`config.mk`:
```
export PLATFORM = sky130hd
export DESIGN_NAME = event_sync_arb
export DESIGN_NICKNAME = d
export VERILOG_FILES = /design/src/rtl/event_sync_arb_pkg.sv /design/src/rtl/event_sync_arb_sync_toggle_rx.sv /design/src/rtl/event_sync_arb.sv
export SDC_FILE = /design/constraint.sdc
export NUM_CORES = 1
export LEC_CHECK = 0
export CORE_UTILIZATION = 60
export CTS_BUF_LIST = sky130_fd_sc_hd__clkbuf_4
export DETAILED_ROUTE_END_ITERATION = 8
export PLACE_DENSITY = 0.89
export SYNTH_ARGS = -nofsm -noshare
export SYNTH_HDL_FRONTEND = slang
export SYNTH_SLANG_ARGS = --single-unit
export TNS_END_PERCENT = 30
```
`constraint.sdc`:
```
create_clock -name clk -period 5.4 [get_ports clk]
set_clock_uncertainty 0.2 [all_clocks]
set_input_delay 1.08 -clock clk [delete_from_list [all_inputs] [get_ports clk]]
set_output_delay 1.08 -clock clk [all_outputs]
set_load 0.02 [all_outputs]
```
`src/rtl/event_sync_arb_pkg.sv`:
```
// event_sync_pkg: shared constants, width helper and parameter-legality check for event_sync_arb.
package event_sync_pkg;
  localparam int MIN_SYNC_STAGES = 2;
  localparam int MAX_SYNC_STAGES = 4;
  localparam int MAX_CHANNELS = 16;
  function automatic int clog2_min1(input int n);
    return (n <= 2) ? 1 : $clog2(n);
  endfunction
  function automatic bit params_ok(input int channels, input int sync_stages, input int cnt_w);
    return (channels >= 1) && (channels <= MAX_CHANNELS) &&
           (sync_stages >= MIN_SYNC_STAGES) && (sync_stages <= MAX_SYNC_STAGES) && (cnt_w >= 1);
  endfunction
endpackage

```
`src/rtl/event_sync_arb_sync_toggle_rx.sv`:
```
// sync_toggle_rx: one channel of toggle receive - synchroniser chain, history flop, single-cycle event pulse.
module sync_toggle_rx #(
  parameter int SYNC_STAGES = 2
) (
  input  logic clk,
  input  logic rst_n,
  input  logic toggle_i,
  output logic ev_o
);
  logic [SYNC_STAGES-1:0] sync_q, sync_d;
  logic hist_q;
  assign sync_d = {sync_q[SYNC_STAGES-2:0], toggle_i};
  assign ev_o = sync_q[SYNC_STAGES-1] ^ hist_q;
  always_ff @(posedge clk or negedge rst_n)
    if (!rst_n) begin
      sync_q <= '0;
      hist_q <= 1'b0;
    end else begin
      sync_q <= sync_d;
      hist_q <= sync_q[SYNC_STAGES-1];
    end
endmodule

```
`src/rtl/event_sync_arb.sv`:
```
// event_sync_arb: toggle-event receiver with per-channel saturating counters and a round-robin valid/ready port.
// Optional sticky overflow flags are built when EVENT_SYNC_ARB_OVF_EN is defined.
module event_sync_arb
  import event_sync_pkg::*;
#(
  parameter int CHANNELS = 4,
  parameter int SYNC_STAGES = 2,
  parameter int CNT_W = 3,
  localparam int CHAN_W = clog2_min1(CHANNELS)
) (
  input  logic                clk,
  input  logic                rst_n,
  input  logic [CHANNELS-1:0] toggle_in,
  output logic                evt_valid,
  input  logic                evt_ready,
  output logic [CHAN_W-1:0]   evt_chan,
  output logic [CHANNELS-1:0] ovf,
  input  logic [CHANNELS-1:0] ovf_clr
);
  if (!params_ok(CHANNELS, SYNC_STAGES, CNT_W)) begin : g_bad_params
    $error("event_sync_arb: illegal CHANNELS/SYNC_STAGES/CNT_W");
  end
  logic [CHANNELS-1:0] nz;
  logic [CHAN_W-1:0] sel, sel_hi, sel_lo, rr_q, rr_d, chan_q, chan_d;
  logic any_hi, load, valid_q, valid_d;
  for (genvar g = 0; g < CHANNELS; g++) begin : g_ch
    logic ev, ld, sat;
    logic [CNT_W-1:0] cnt_q, cnt_d;
    sync_toggle_rx #(.SYNC_STAGES(SYNC_STAGES)) u_rx (
      .clk     (clk),
      .rst_n   (rst_n),
      .toggle_i(toggle_in[g]),
      .ev_o    (ev)
    );
    assign ld = load & (sel == CHAN_W'(g));
    assign sat = &cnt_q;
    // ev and ld together cancel, so an edge coinciding with a load is never lost
    assign cnt_d = (ev & ~ld) ? (sat ? cnt_q : cnt_q + 1'b1) :
                   (~ev & ld) ? cnt_q - 1'b1 : cnt_q;
    assign nz[g] = |cnt_q;
    always_ff @(posedge clk or negedge rst_n)
      if (!rst_n) cnt_q <= '0;
      else cnt_q <= cnt_d;
`ifdef EVENT_SYNC_ARB_OVF_EN
    logic ovf_q, ovf_d;
    assign ovf_d = (ev & ~ld & sat) | (ovf_q & ~ovf_clr[g]);
    assign ovf[g] = ovf_q;
    always_ff @(posedge clk or negedge rst_n)
      if (!rst_n) ovf_q <= 1'b0;
      else ovf_q <= ovf_d;
`else
    assign ovf[g] = 1'b0;
`endif
  end
`ifndef EVENT_SYNC_ARB_OVF_EN
  logic unused_ovf_clr;
  assign unused_ovf_clr = ^ovf_clr;
`endif
  // lowest pending channel at/above rr_q wins, else lowest pending overall (wrap)
  always_comb begin
    sel_hi = '0;
    sel_lo = '0;
    any_hi = 1'b0;
    for (int k = CHANNELS - 1; k >= 0; k--) begin
      if (nz[k]) sel_lo = CHAN_W'(k);
      if (nz[k] && (CHAN_W'(k) >= rr_q)) begin
        sel_hi = CHAN_W'(k);
        any_hi = 1'b1;
      end
    end
  end
  assign sel = any_hi ? sel_hi : sel_lo;
  assign load = (~valid_q | evt_ready) & (|nz);
  assign valid_d = load | (valid_q & ~evt_ready);
  assign chan_d = load ? sel : chan_q;
  assign rr_d = !load ? rr_q : (sel == CHAN_W'(CHANNELS - 1)) ? '0 : sel + 1'b1;
  always_ff @(posedge clk or negedge rst_n)
    if (!rst_n) begin
      valid_q <= 1'b0;
      chan_q <= '0;
      rr_q <= '0;
    end else begin
      valid_q <= valid_d;
      chan_q <= chan_d;
      rr_q <= rr_d;
    end
  assign evt_valid = valid_q;
  assign evt_chan = chan_q;
endmodule

```
==> impl_metrics.tcl, run 1 <==
set metrics [dict create \
    result_of_the_run "complete, no violations" \
    maxClockFrequency_ghz 0.273 \
    pwr-share-clk_pct 12.9 \
    crit_slowest_cell "sky130_fd_sc_hd__o21ai_0" \
    cts_tree "built" \
    vias 1208 \
    power_frac_comb_pct 49.4 \
    max_stage_delay_ns 0.53 \
    critical-path-top-delay-family "simple AND/OR/NAND/NOR gates" \
    met2RoutedLength_um 1380 \
    clkSlewWorstSetupHoldPaths_ns 0.10 \
    met3WireLength_um 138 \
    vdd.ir_drop.worst_uv 353 \
    yosys_warnings 0 \
    drt_first_pass_iters 4 \
    design.final.nets 186 \
    synth_cell_type_count 49 \
    drc 0 \
    placeable_core_area_sq_um 2520 \
    synth_top_area_share_pct 44.4 \
    routed_wl_um 2850 \
    setup.worst_path.end_class "flop" \
    clock_insertion_delay_at_the_later_pin_of_the_skew_report_ns 0.35 \
    clock_sink_count 29 \
    finalSetupViolCount 0 \
    worstSetupPathType "reg -> reg" \
    fin_total_pwr_mw 1.01 \
    die_area_sq_um 2940 \
    fin_crit_sh_pct 67.9 \
    drtAntennaViolNets 0 \
    die_width_um 54.2 \
    area.sequential_sq_um 726 \
    slew_violations 0 \
    cpMostUsedCell "sky130_fd_sc_hd__inv_1" \
    grt_util_all_layers_pct 24.2 \
    pin_count 18 \
    p_int_uw 572 \
    p_per_area_nw_per_um2 569 \
    worst_path_buffer_plus_inverter_count 2 \
    clk_root_buffer_cell "sky130_fd_sc_hd__clkbuf_4" \
    detailedPlacementHpwl_um 2030 \
    via_per_inst 6.10 \
    final_layout_size_suffix_gt1_share_pct 12.5 \
    antenna-diode-count 0 \
    synth_mux_area_share_pct 3.75 \
    iteration_0_drc_markers 48 \
    grt_pass1_vias 1112 \
    worst_setup_path_start_kind "flop" \
    layout_common_cells "sky130_fd_sc_hd__dfrtp_1, sky130_fd_sc_hd__nand2_1, sky130_fd_sc_hd__a21oi_1, sky130_fd_sc_hd__clkdlybuf4s50_1" \
    synth_simple_gate_area_share_pct 14.5 \
    critical_path_required_ns 5.43 \
    wire_length_of_the_first_global_routing_pass_um 4840 \
    final-instance-count-excl-fill 198 \
    worst_pin_slew_ns 0.693 \
    final-hold-violation-count 0 \
    ctsHoldBuffers 0 \
    cts.htree.levels 2 \
    rsz_0062_raised_after_global_routing "false" \
    numPortBuffers 9 \
    wl_met1_um 1290 \
    fin_setup_tns_ns 0 \
    arrival_ns 3.69 \
    initial_utilization_pct 64.8 \
    gp_congestion 0.751 \
    slew_headroom_pct 53.7 \
    leading_register_cell_type_out_of_synthesis "sky130_fd_sc_hd__dfrtp_1" \
    pin_count_of_the_biggest_net_entering_global_routing 30 \
    top_routing_layer_in_use "met4" \
    std_cell_rows 18 \
    path_max_fanout 6 \
    max_cap_violations 0 \
    post_synth_edffs 0 \
    post-synth-top-area-cell "sky130_fd_sc_hd__dfrtp_1" \
    number_of_antenna_violations_at_the_first_check_in_global_routing 0 \
    hold-worst-slack_ns 0.156 \
    post_synthesis_cells 154 \
    placed_cells_incl_taps 190 \
    synthArstFlopShare_pct 100 \
    syn-cell-area_sq_um 1630 \
    number_of_buffers_added_by_the_clock_tree_synthesis_step 5 \
    syn_to_final_growth_pct 8.81 \
    synth_adder_area_share_pct 7.96 \
    synth_area_per_cell_sq_um 10.6 \
    final.fill_count 190 \
    power.sequential.fraction_pct 37.8 \
    ys_top_cells_by_area "sky130_fd_sc_hd__dfrtp_1, sky130_fd_sc_hd__fa_1, sky130_fd_sc_hd__nand2_1" \
    largest_family_of_logic_cells_by_synthesized_area "compound AO/OA/AOI/OAI gates" \
    synth-seq-cells 29 \
    cts.repair_timing.setup_buffer_count 0 \
    synthXorXnorAreaFrac_pct 3.22 \
    grt_overflow 0 \
    multi_input_comb_area_sq_um 836 \
    final.min_clock_period_ns 3.67 \
    routedWlPerCell_um 14.4 \
    clk_path_buf_depth 2 \
    worstPathCellList "or3_1 > o21ai_0 > inv_1 > ha_1 > a21oi_1 > inv_1 > fa_1 > or3b_2 > o311a_2" \
    switching_power_uw 439 \
    worstHoldPathType "reg -> reg" \
    postcts_resize_cnt 0 \
    switching_share_pct 43.4 \
    layout.cells.most_common "sky130_fd_sc_hd__dfrtp_1" \
    floorplan.die.height_um 54.2 \
    p_leak_nw 0.781 \
    yosysSeqAreaShare_pct 44.4 \
    fraction_of_the_mapped_netlist_area_in_compound_gates_pct 20.8 \
]
## power by group through the flow
stage          registers [mW]  clock network, mW  logic (mW)
3_3_place_gp            0.376                  0       0.460
3_5_place_dp            0.385                  0       0.497
4_1_cts                 0.381              0.133       0.499
5_1_grt                 0.397              0.145       0.569
2_1_floorplan           0.373                  0       0.394
6_report                0.382              0.130       0.499
## area by class of cell
| class | instances | share of cell area [%] |
|---|---|---|
| clock buffer | 5 | 2.11 |
| clock inverter | 3 | 0.985 |
| inverter | 7 | 1.48 |
| multi-input combinational | 114 | 47.0 |
| sequential | 29 | 40.8 |
| tap | 30 | 2.11 |
| timing repair buffer | 10 | 5.49 |
## synth_stat cells, types with 2 or more instances
| library cell | instances |
|---|---|
| sky130_fd_sc_hd__dfrtp_1 | 29 |
| sky130_fd_sc_hd__nand2_1 | 21 |
| sky130_fd_sc_hd__a21oi_1 | 10 |
| sky130_fd_sc_hd__inv_1 | 7 |
| sky130_fd_sc_hd__o21ai_0 | 7 |
| sky130_fd_sc_hd__mux2i_1 | 5 |
| sky130_fd_sc_hd__buf_4 | 4 |
| sky130_fd_sc_hd__fa_1 | 4 |
| sky130_fd_sc_hd__ha_1 | 4 |
| sky130_fd_sc_hd__nand3_1 | 4 |
| sky130_fd_sc_hd__nor2_1 | 4 |
| sky130_fd_sc_hd__or3_1 | 4 |
| sky130_fd_sc_hd__xnor2_1 | 3 |
| sky130_fd_sc_hd__xor2_1 | 3 |
| sky130_fd_sc_hd__a211oi_1 | 2 |
| sky130_fd_sc_hd__a222oi_1 | 2 |
| sky130_fd_sc_hd__a31o_2 | 2 |
| sky130_fd_sc_hd__a31oi_1 | 2 |
| sky130_fd_sc_hd__and2_1 | 2 |
| sky130_fd_sc_hd__buf_6 | 2 |
| sky130_fd_sc_hd__nand4_1 | 2 |
| sky130_fd_sc_hd__nor3_1 | 2 |
| sky130_fd_sc_hd__o211a_1 | 2 |
| sky130_fd_sc_hd__or3b_2 | 2 |
## state kept, by name (all words and copies together), names as in the netlist
signal and cells:
g_ch.u_rx.sync_q 8, g_ch.u_rx.hist_q 4, rr_q 2, evt_valid 1
evt_chan 2, g_ch.cnt_q 12
## through the flow
step           utilization [%]  instance area, sq um  setup WS (ns)
6_report                  70.5                  1780           1.73
5_1_grt                   70.5                  1780           1.50
4_1_cts                   70.5                  1780           1.77
3_5_place_dp              68.3                  1720           1.73
3_3_place_gp              68.3                  1720           1.81
2_1_floorplan                -                  1650           2.16
## metal layers
| metal | vias up | GRT usage, % |
|---|---|---|
| li1 | 579 | - |
| met1 | 585 | 30.5 |
| met2 | 37 | 37.2 |
| met3 | 7 | 8.76 |
| met4 | 0 | 10.3 |
| met5 | - | 0 |
## final timing paths
kind / slack (ns) / cells past startpoint / endpoint / start
setup / recovery: 1.73 / 9 / g_ch[2].cnt_q[2] / g_ch[2].cnt_q[0]
hold / removal: 0.16 / 0 / g_ch[0].u_rx.sync_q[1] / g_ch[0].u_rx.sync_q[0]
setup reg to reg: 1.73 / 9 / g_ch[2].cnt_q[2] / g_ch[2].cnt_q[0]
hold reg to reg: 0.16 / 0 / g_ch[0].u_rx.sync_q[1] / g_ch[0].u_rx.sync_q[0]
max in group asynchronous: 3.80 / 2 / g_ch[3].cnt_q[2] / rst_n
min in group asynchronous: 0.91 / 2 / g_ch[0].cnt_q[2] / rst_n
## logic make-up after synthesis
family,after synthesis
muxes,6
adders and majority gates,8
DFF,29
xor gates and xnor gates,6
and+or+nand+nor,47
other,1
buffers and inverters,14
AOI/OAI and AO/OA,43
No activity file was read; power rests on OpenSTA's default activity.
==> run 2: changes to the inputs <==
- CORE_UTILIZATION: 60 -> 58
- PLACE_DENSITY: 0.89 -> 0.87
- clock period: 5.4 -> 3.55 ns (I/O delays scaled with it)
==> impl_metrics.tcl, run 2 (synthesized netlist as in run 1, its figures left out) <==
set metrics [dict create \
    cts_tree "built" \
    busiest_layer "met2" \
    numPortBuffers 9 \
    layout_common_cells "sky130_fd_sc_hd__dfrtp_1, sky130_fd_sc_hd__nand2_1, sky130_fd_sc_hd__a21oi_1, sky130_fd_sc_hd__clkdlybuf4s50_1, sky130_fd_sc_hd__clkbuf_4" \
    final.min_clock_period_ns 3.39 \
    hold-worst-slack_ns 0.152 \
    initial_utilization_pct 63.6 \
    gp_congestion 0.816 \
    min-delay-start "g_ch[1].u_rx.sync_q[0]" \
    std_cell_rows 18 \
    place_area_sq_um 1750 \
    grt_util_all_layers_pct 21.5 \
    number_of_antenna_violations_at_the_first_check_in_global_routing 0 \
    registers.top_by_ff_count "g_ch.cnt_q" \
    fin_crit_sh_pct 95.6 \
    cts.repair_timing.setup_buffer_count 0 \
    p_per_area_nw_per_um2 866 \
    critical_path_required_ns 3.55 \
    floorplan.die.height_um 55.1 \
    worstRegToRegCells 10 \
    layout_top_registers "g_ch.cnt_q (12), g_ch.u_rx.sync_q (8), g_ch.u_rx.hist_q (4)" \
    vias 1222 \
    die_width_um 55.1 \
    number_of_buffers_added_by_the_clock_tree_synthesis_step 5 \
    via_per_inst 6.05 \
    iteration_0_drc_markers 26 \
    fin_area_sq_um 1830 \
    maxClockFrequency_ghz 0.295 \
    final-hold-violation-count 0 \
    grt_overflow 0 \
    max_cap_violations 0 \
    cts.htree.levels 2 \
    syn_to_final_growth_pct 11.9 \
    detailedPlacementHpwl_um 2070 \
    setup.worst_path.end_class "flop" \
    design.final.nets 190 \
    placeable_core_area_sq_um 2570 \
    worstSetupPathType "reg -> reg" \
    worst_pin_slew_ns 0.714 \
    clk_root_buffer_cell "sky130_fd_sc_hd__clkbuf_4" \
    final.fill_count 202 \
    vdd.ir_drop.worst_uv 586 \
    rr_startpoint "g_ch[2].cnt_q[2]" \
    worstSetupStartpoint "g_ch[2].cnt_q[2]" \
    final_layout_size_suffix_gt1_share_pct 16.3 \
    drc 0 \
    finalSetupViolCount 0 \
    antenna-diode-count 0 \
    result_of_the_run "complete, no violations" \
    slew_headroom_pct 52.2 \
    worstHoldPathType "reg -> reg" \
    drtAntennaViolNets 0 \
    min_path_cells 0 \
    clock_insertion_delay_at_the_later_pin_of_the_skew_report_ns 0.33 \
    worst_setup_path_start_kind "flop" \
    largest_register_ffs 12 \
    clkSlewWorstSetupHoldPaths_ns 0.08 \
    p_leak_nw 0.809 \
    clk_path_buf_depth 2 \
    pin_count 18 \
    layout.cells.most_common "sky130_fd_sc_hd__dfrtp_1" \
    path_max_fanout 6 \
    arrival_ns 3.40 \
    pin_count_of_the_biggest_net_entering_global_routing 30 \
    wire_length_of_the_first_global_routing_pass_um 4400 \
    grt.met2_usage_pct 34.1 \
    use_met1_pct 25.7 \
    slew_violations 0 \
    routedWlPerCell_um 14.0 \
    routed_wl_um 2840 \
    drt_first_pass_iters 4 \
    die_area_sq_um 3030 \
    fin_setup_tns_ns 0 \
    clock_sink_count 29 \
    gr-usage-met3_pct 6.01 \
    grt_pass1_vias 1071 \
]
-- run 2: report_power, final --
group          leakage (nW)  switching [mW]  internal (mW)
Clock                0.0368           0.106          0.102
Combinational         0.437           0.423          0.392
Sequential            0.334           0.126          0.435
Total                 0.809           0.655          0.928
-- run 2: area by class of cell --
class | instances | area [sq um] | share of cell area [%]
inverter | 7 | 26.3 | 1.44
clock buffer | 8 | 60.1 | 3.29
multi-input combinational | 114 | 851 | 46.5
timing repair buffer | 14 | 128 | 6.98
tap | 30 | 37.5 | 2.05
sequential | 29 | 726 | 39.7
-- run 2: routing by layer --
metal	share of wire (%)	routed length, um	up-vias
li1	-	-	588
met5	0	0	-
met3	4.0	114	8
met2	49	1390	31
met1	45	1280	595
met4	1.9	54	0
-- run 2: path summary, 6_finish.rpt --
kind / slack [ns] / to
max: 0.16 / g_ch[2].cnt_q[2]
min: 0.15 / g_ch[1].u_rx.sync_q[1]
max reg2reg: 0.16 / g_ch[2].cnt_q[2]
min reg2reg: 0.15 / g_ch[1].u_rx.sync_q[1]
max in group asynchronous: 2.32 / g_ch[2].cnt_q[2]
min in group asynchronous: 0.54 / g_ch[1].cnt_q[0]
-- run 2: worst max-delay path: stages, from the launching register on --
cell	delay [ns]
sky130_fd_sc_hd__dfrtp_1	0.43
sky130_fd_sc_hd__or3_1	0.53
sky130_fd_sc_hd__a21oi_1	0.21
sky130_fd_sc_hd__o221a_2	0.27
sky130_fd_sc_hd__inv_1	0.08
sky130_fd_sc_hd__ha_1	0.23
sky130_fd_sc_hd__a21oi_2	0.21
sky130_fd_sc_hd__inv_1	0.10
sky130_fd_sc_hd__fa_1	0.42
sky130_fd_sc_hd__or3b_2	0.48
sky130_fd_sc_hd__o311a_2	0.12
-- run 2: what timing repair did --
item	CTS	global route
hold buffers	0	0
setup endpoints to repair	0	3
resized for setup	0	3
-- run 2: stage by stage --
stage / utilization (%) / cells / setup slack (ns) / total power, mW
3_3_place_gp: 68.3 / 194 / 0.217 / 1.30
6_report: 71.2 / 202 / 0.156 / 1.58
5_1_grt: 71.2 / 202 / -0.00558 / 1.72
4_1_cts: 70.6 / 202 / 0.0885 / 1.58
2_1_floorplan: - / 157 / 0.305 / 1.17
3_5_place_dp: 68.3 / 194 / 0.110 / 1.37
==> run 3: changes to the inputs <==
- CORE_UTILIZATION: 58 -> 55
- CTS_BUF_LIST: sky130_fd_sc_hd__clkbuf_4 -> not set
- PLACE_DENSITY: 0.87 -> 0.83
==> impl_metrics.tcl, run 3 (synthesized netlist as in run 1, its figures left out) <==
set metrics [dict create \
    via_per_inst 5.94 \
    path_max_fanout 6 \
    max_cap_violations 0 \
    arrival_ns 3.39 \
    clk_path_buf_depth 2 \
    cts.htree.levels 2 \
    critical_path_required_ns 3.57 \
    initial_utilization_pct 58.7 \
    slew_headroom_pct 50.1 \
    design.final.nets 190 \
    layout_common_cells "sky130_fd_sc_hd__dfrtp_1, sky130_fd_sc_hd__nand2_1, sky130_fd_sc_hd__a21oi_1, sky130_fd_sc_hd__clkdlybuf4s50_1" \
    fin_crit_sh_pct 95.0 \
    placeable_core_area_sq_um 2780 \
    fin_total_pwr_mw 1.66 \
    final.fill_count 207 \
    largest_register_ffs 12 \
    drc 0 \
    std_cell_rows 19 \
    final-hold-violation-count 0 \
    number_of_antenna_violations_at_the_first_check_in_global_routing 0 \
    clock_insertion_delay_at_the_later_pin_of_the_skew_report_ns 0.33 \
    final.min_clock_period_ns 3.37 \
    number_of_buffers_added_by_the_clock_tree_synthesis_step 5 \
    worstPathCellList "or3_1 > a21oi_1 > o221a_2 > inv_1 > ha_1 > a21oi_2 > inv_1 > fa_1 > or3b_2 > o311a_2" \
    registers.top_by_ff_count "g_ch.cnt_q" \
    wire_length_of_the_first_global_routing_pass_um 5000 \
    slew_violations 0 \
    grt_util_all_layers_pct 20.0 \
    numPortBuffers 9 \
    final_layout_size_suffix_gt1_share_pct 16.9 \
    worst_setup_path_start_kind "flop" \
    clk_root_buffer_cell "sky130_fd_sc_hd__clkbuf_4" \
    worst_path_buffer_plus_inverter_count 2 \
    worst_pin_slew_ns 0.746 \
    setup.worst_path.end_class "flop" \
    detailedPlacementHpwl_um 2080 \
    grt_pass1_vias 1181 \
    result_of_the_run "complete, no violations" \
    maxClockFrequency_ghz 0.297 \
    p_leak_nw 0.815 \
    cpMostUsedCell "sky130_fd_sc_hd__inv_1" \
    max_stage_delay_ns 0.53 \
    finalSetupViolCount 0 \
    routed_wl_um 2820 \
    drtAntennaViolNets 0 \
    critical-path-top-delay-family "simple AND/OR/NAND/NOR gates" \
    routedWlPerCell_um 13.9 \
    crit_slowest_cell "sky130_fd_sc_hd__or3_1" \
    fin_setup_tns_ns 0 \
    vias 1206 \
    clkSlewWorstSetupHoldPaths_ns 0.10 \
    vdd.ir_drop.worst_uv 565 \
    clock_sink_count 29 \
    pin_count 18 \
    worstHoldPathType "reg -> reg" \
    die_width_um 56.5 \
    cts.repair_timing.setup_buffer_count 0 \
    p_per_area_nw_per_um2 892 \
    layout_top_registers "g_ch.cnt_q (12), g_ch.u_rx.sync_q (8), g_ch.u_rx.hist_q (4)" \
    antenna-diode-count 0 \
    worstSetupPathType "reg -> reg" \
    floorplan.die.height_um 56.5 \
    pin_count_of_the_biggest_net_entering_global_routing 30 \
    iteration_0_drc_markers 62 \
    layout.cells.most_common "sky130_fd_sc_hd__dfrtp_1" \
    die_area_sq_um 3190 \
    gp_congestion 0.824 \
    grt_overflow 0 \
    rsz_0062_raised_after_global_routing "true" \
    drt_first_pass_iters 4 \
    cts_tree "built" \
    syn_to_final_growth_pct 13.7 \
]
## run 3: cell types whose count changed in the layout (fill, tap and decap cells not counted)
cell	before	now
sky130_fd_sc_hd__or3_4	1	2
sky130_fd_sc_hd__clkinvlp_4	0	1
sky130_fd_sc_hd__clkbuf_4	8	5
sky130_fd_sc_hd__or3_1	3	2
sky130_fd_sc_hd__bufinv_16	0	1
sky130_fd_sc_hd__clkinv_4	0	1
## run 3: path summary, 6_finish.rpt
kind                                         from                endpoint  slack [ns]  depth (start not counted)
max in group asynchronous                   rst_n        g_ch[1].cnt_q[0]        2.33                          2
setup / recovery                 g_ch[2].cnt_q[2]        g_ch[2].cnt_q[2]        0.18                         10
min in group asynchronous                   rst_n                 rr_q[0]        0.55                          2
hold reg to reg            g_ch[1].u_rx.sync_q[0]  g_ch[1].u_rx.sync_q[1]        0.16                          0
setup reg to reg                 g_ch[2].cnt_q[2]        g_ch[2].cnt_q[2]        0.18                         10
hold / removal             g_ch[1].u_rx.sync_q[0]  g_ch[1].u_rx.sync_q[1]        0.16                          0
## run 3: cell type report
class	instances	area, sq um	area share [%]
clock buffers	5	37.5	2.02
clock inverters	3	46.3	2.49
flip-flops and latches	29	726	39.1
inverters	7	26.3	1.41
multi-input cells	114	856	46.1
repair buffers	14	128	6.87
well taps	31	38.8	2.09
## run 3: stage by stage
stage | utilization (%) | worst slack, ns | cells | hold slack, ns | area, sq um
after floorplan | - | 0.305 | 157 | 0.131 | 1650
after global placement | 63.1 | 0.206 | 195 | 0.133 | 1750
after detailed placement | 63.1 | 0.106 | 195 | 0.136 | 1750
after CTS | 66.1 | 0.0776 | 203 | 0.158 | 1840
after global routing | 66.8 | 0.00102 | 203 | 0.171 | 1860
final | 66.8 | 0.179 | 203 | 0.159 | 1860
## run 3: power breakdown
part	switching (mW)	leakage [nW]	internal, mW
Sequential	0.127	0.334	0.435
Combinational	0.430	0.439	0.396
Clock	0.121	0.0414	0.149
Total	0.678	0.815	0.980
## run 3: what timing repair did
item	CTS	global route
hold buffers	0	0
gates resized for setup	0	4
setup endpoints to repair	0	4
## run 3: metal layers
metal | wire length (um) | global-route usage [%] | vias up
li1 | - | - | 588
met1 | 1230 | 25.3 | 586
met4 | 45 | 7.32 | 0
met3 | 118 | 5.53 | 6
met5 | 0 | 0 | -
met2 | 1420 | 32.8 | 26
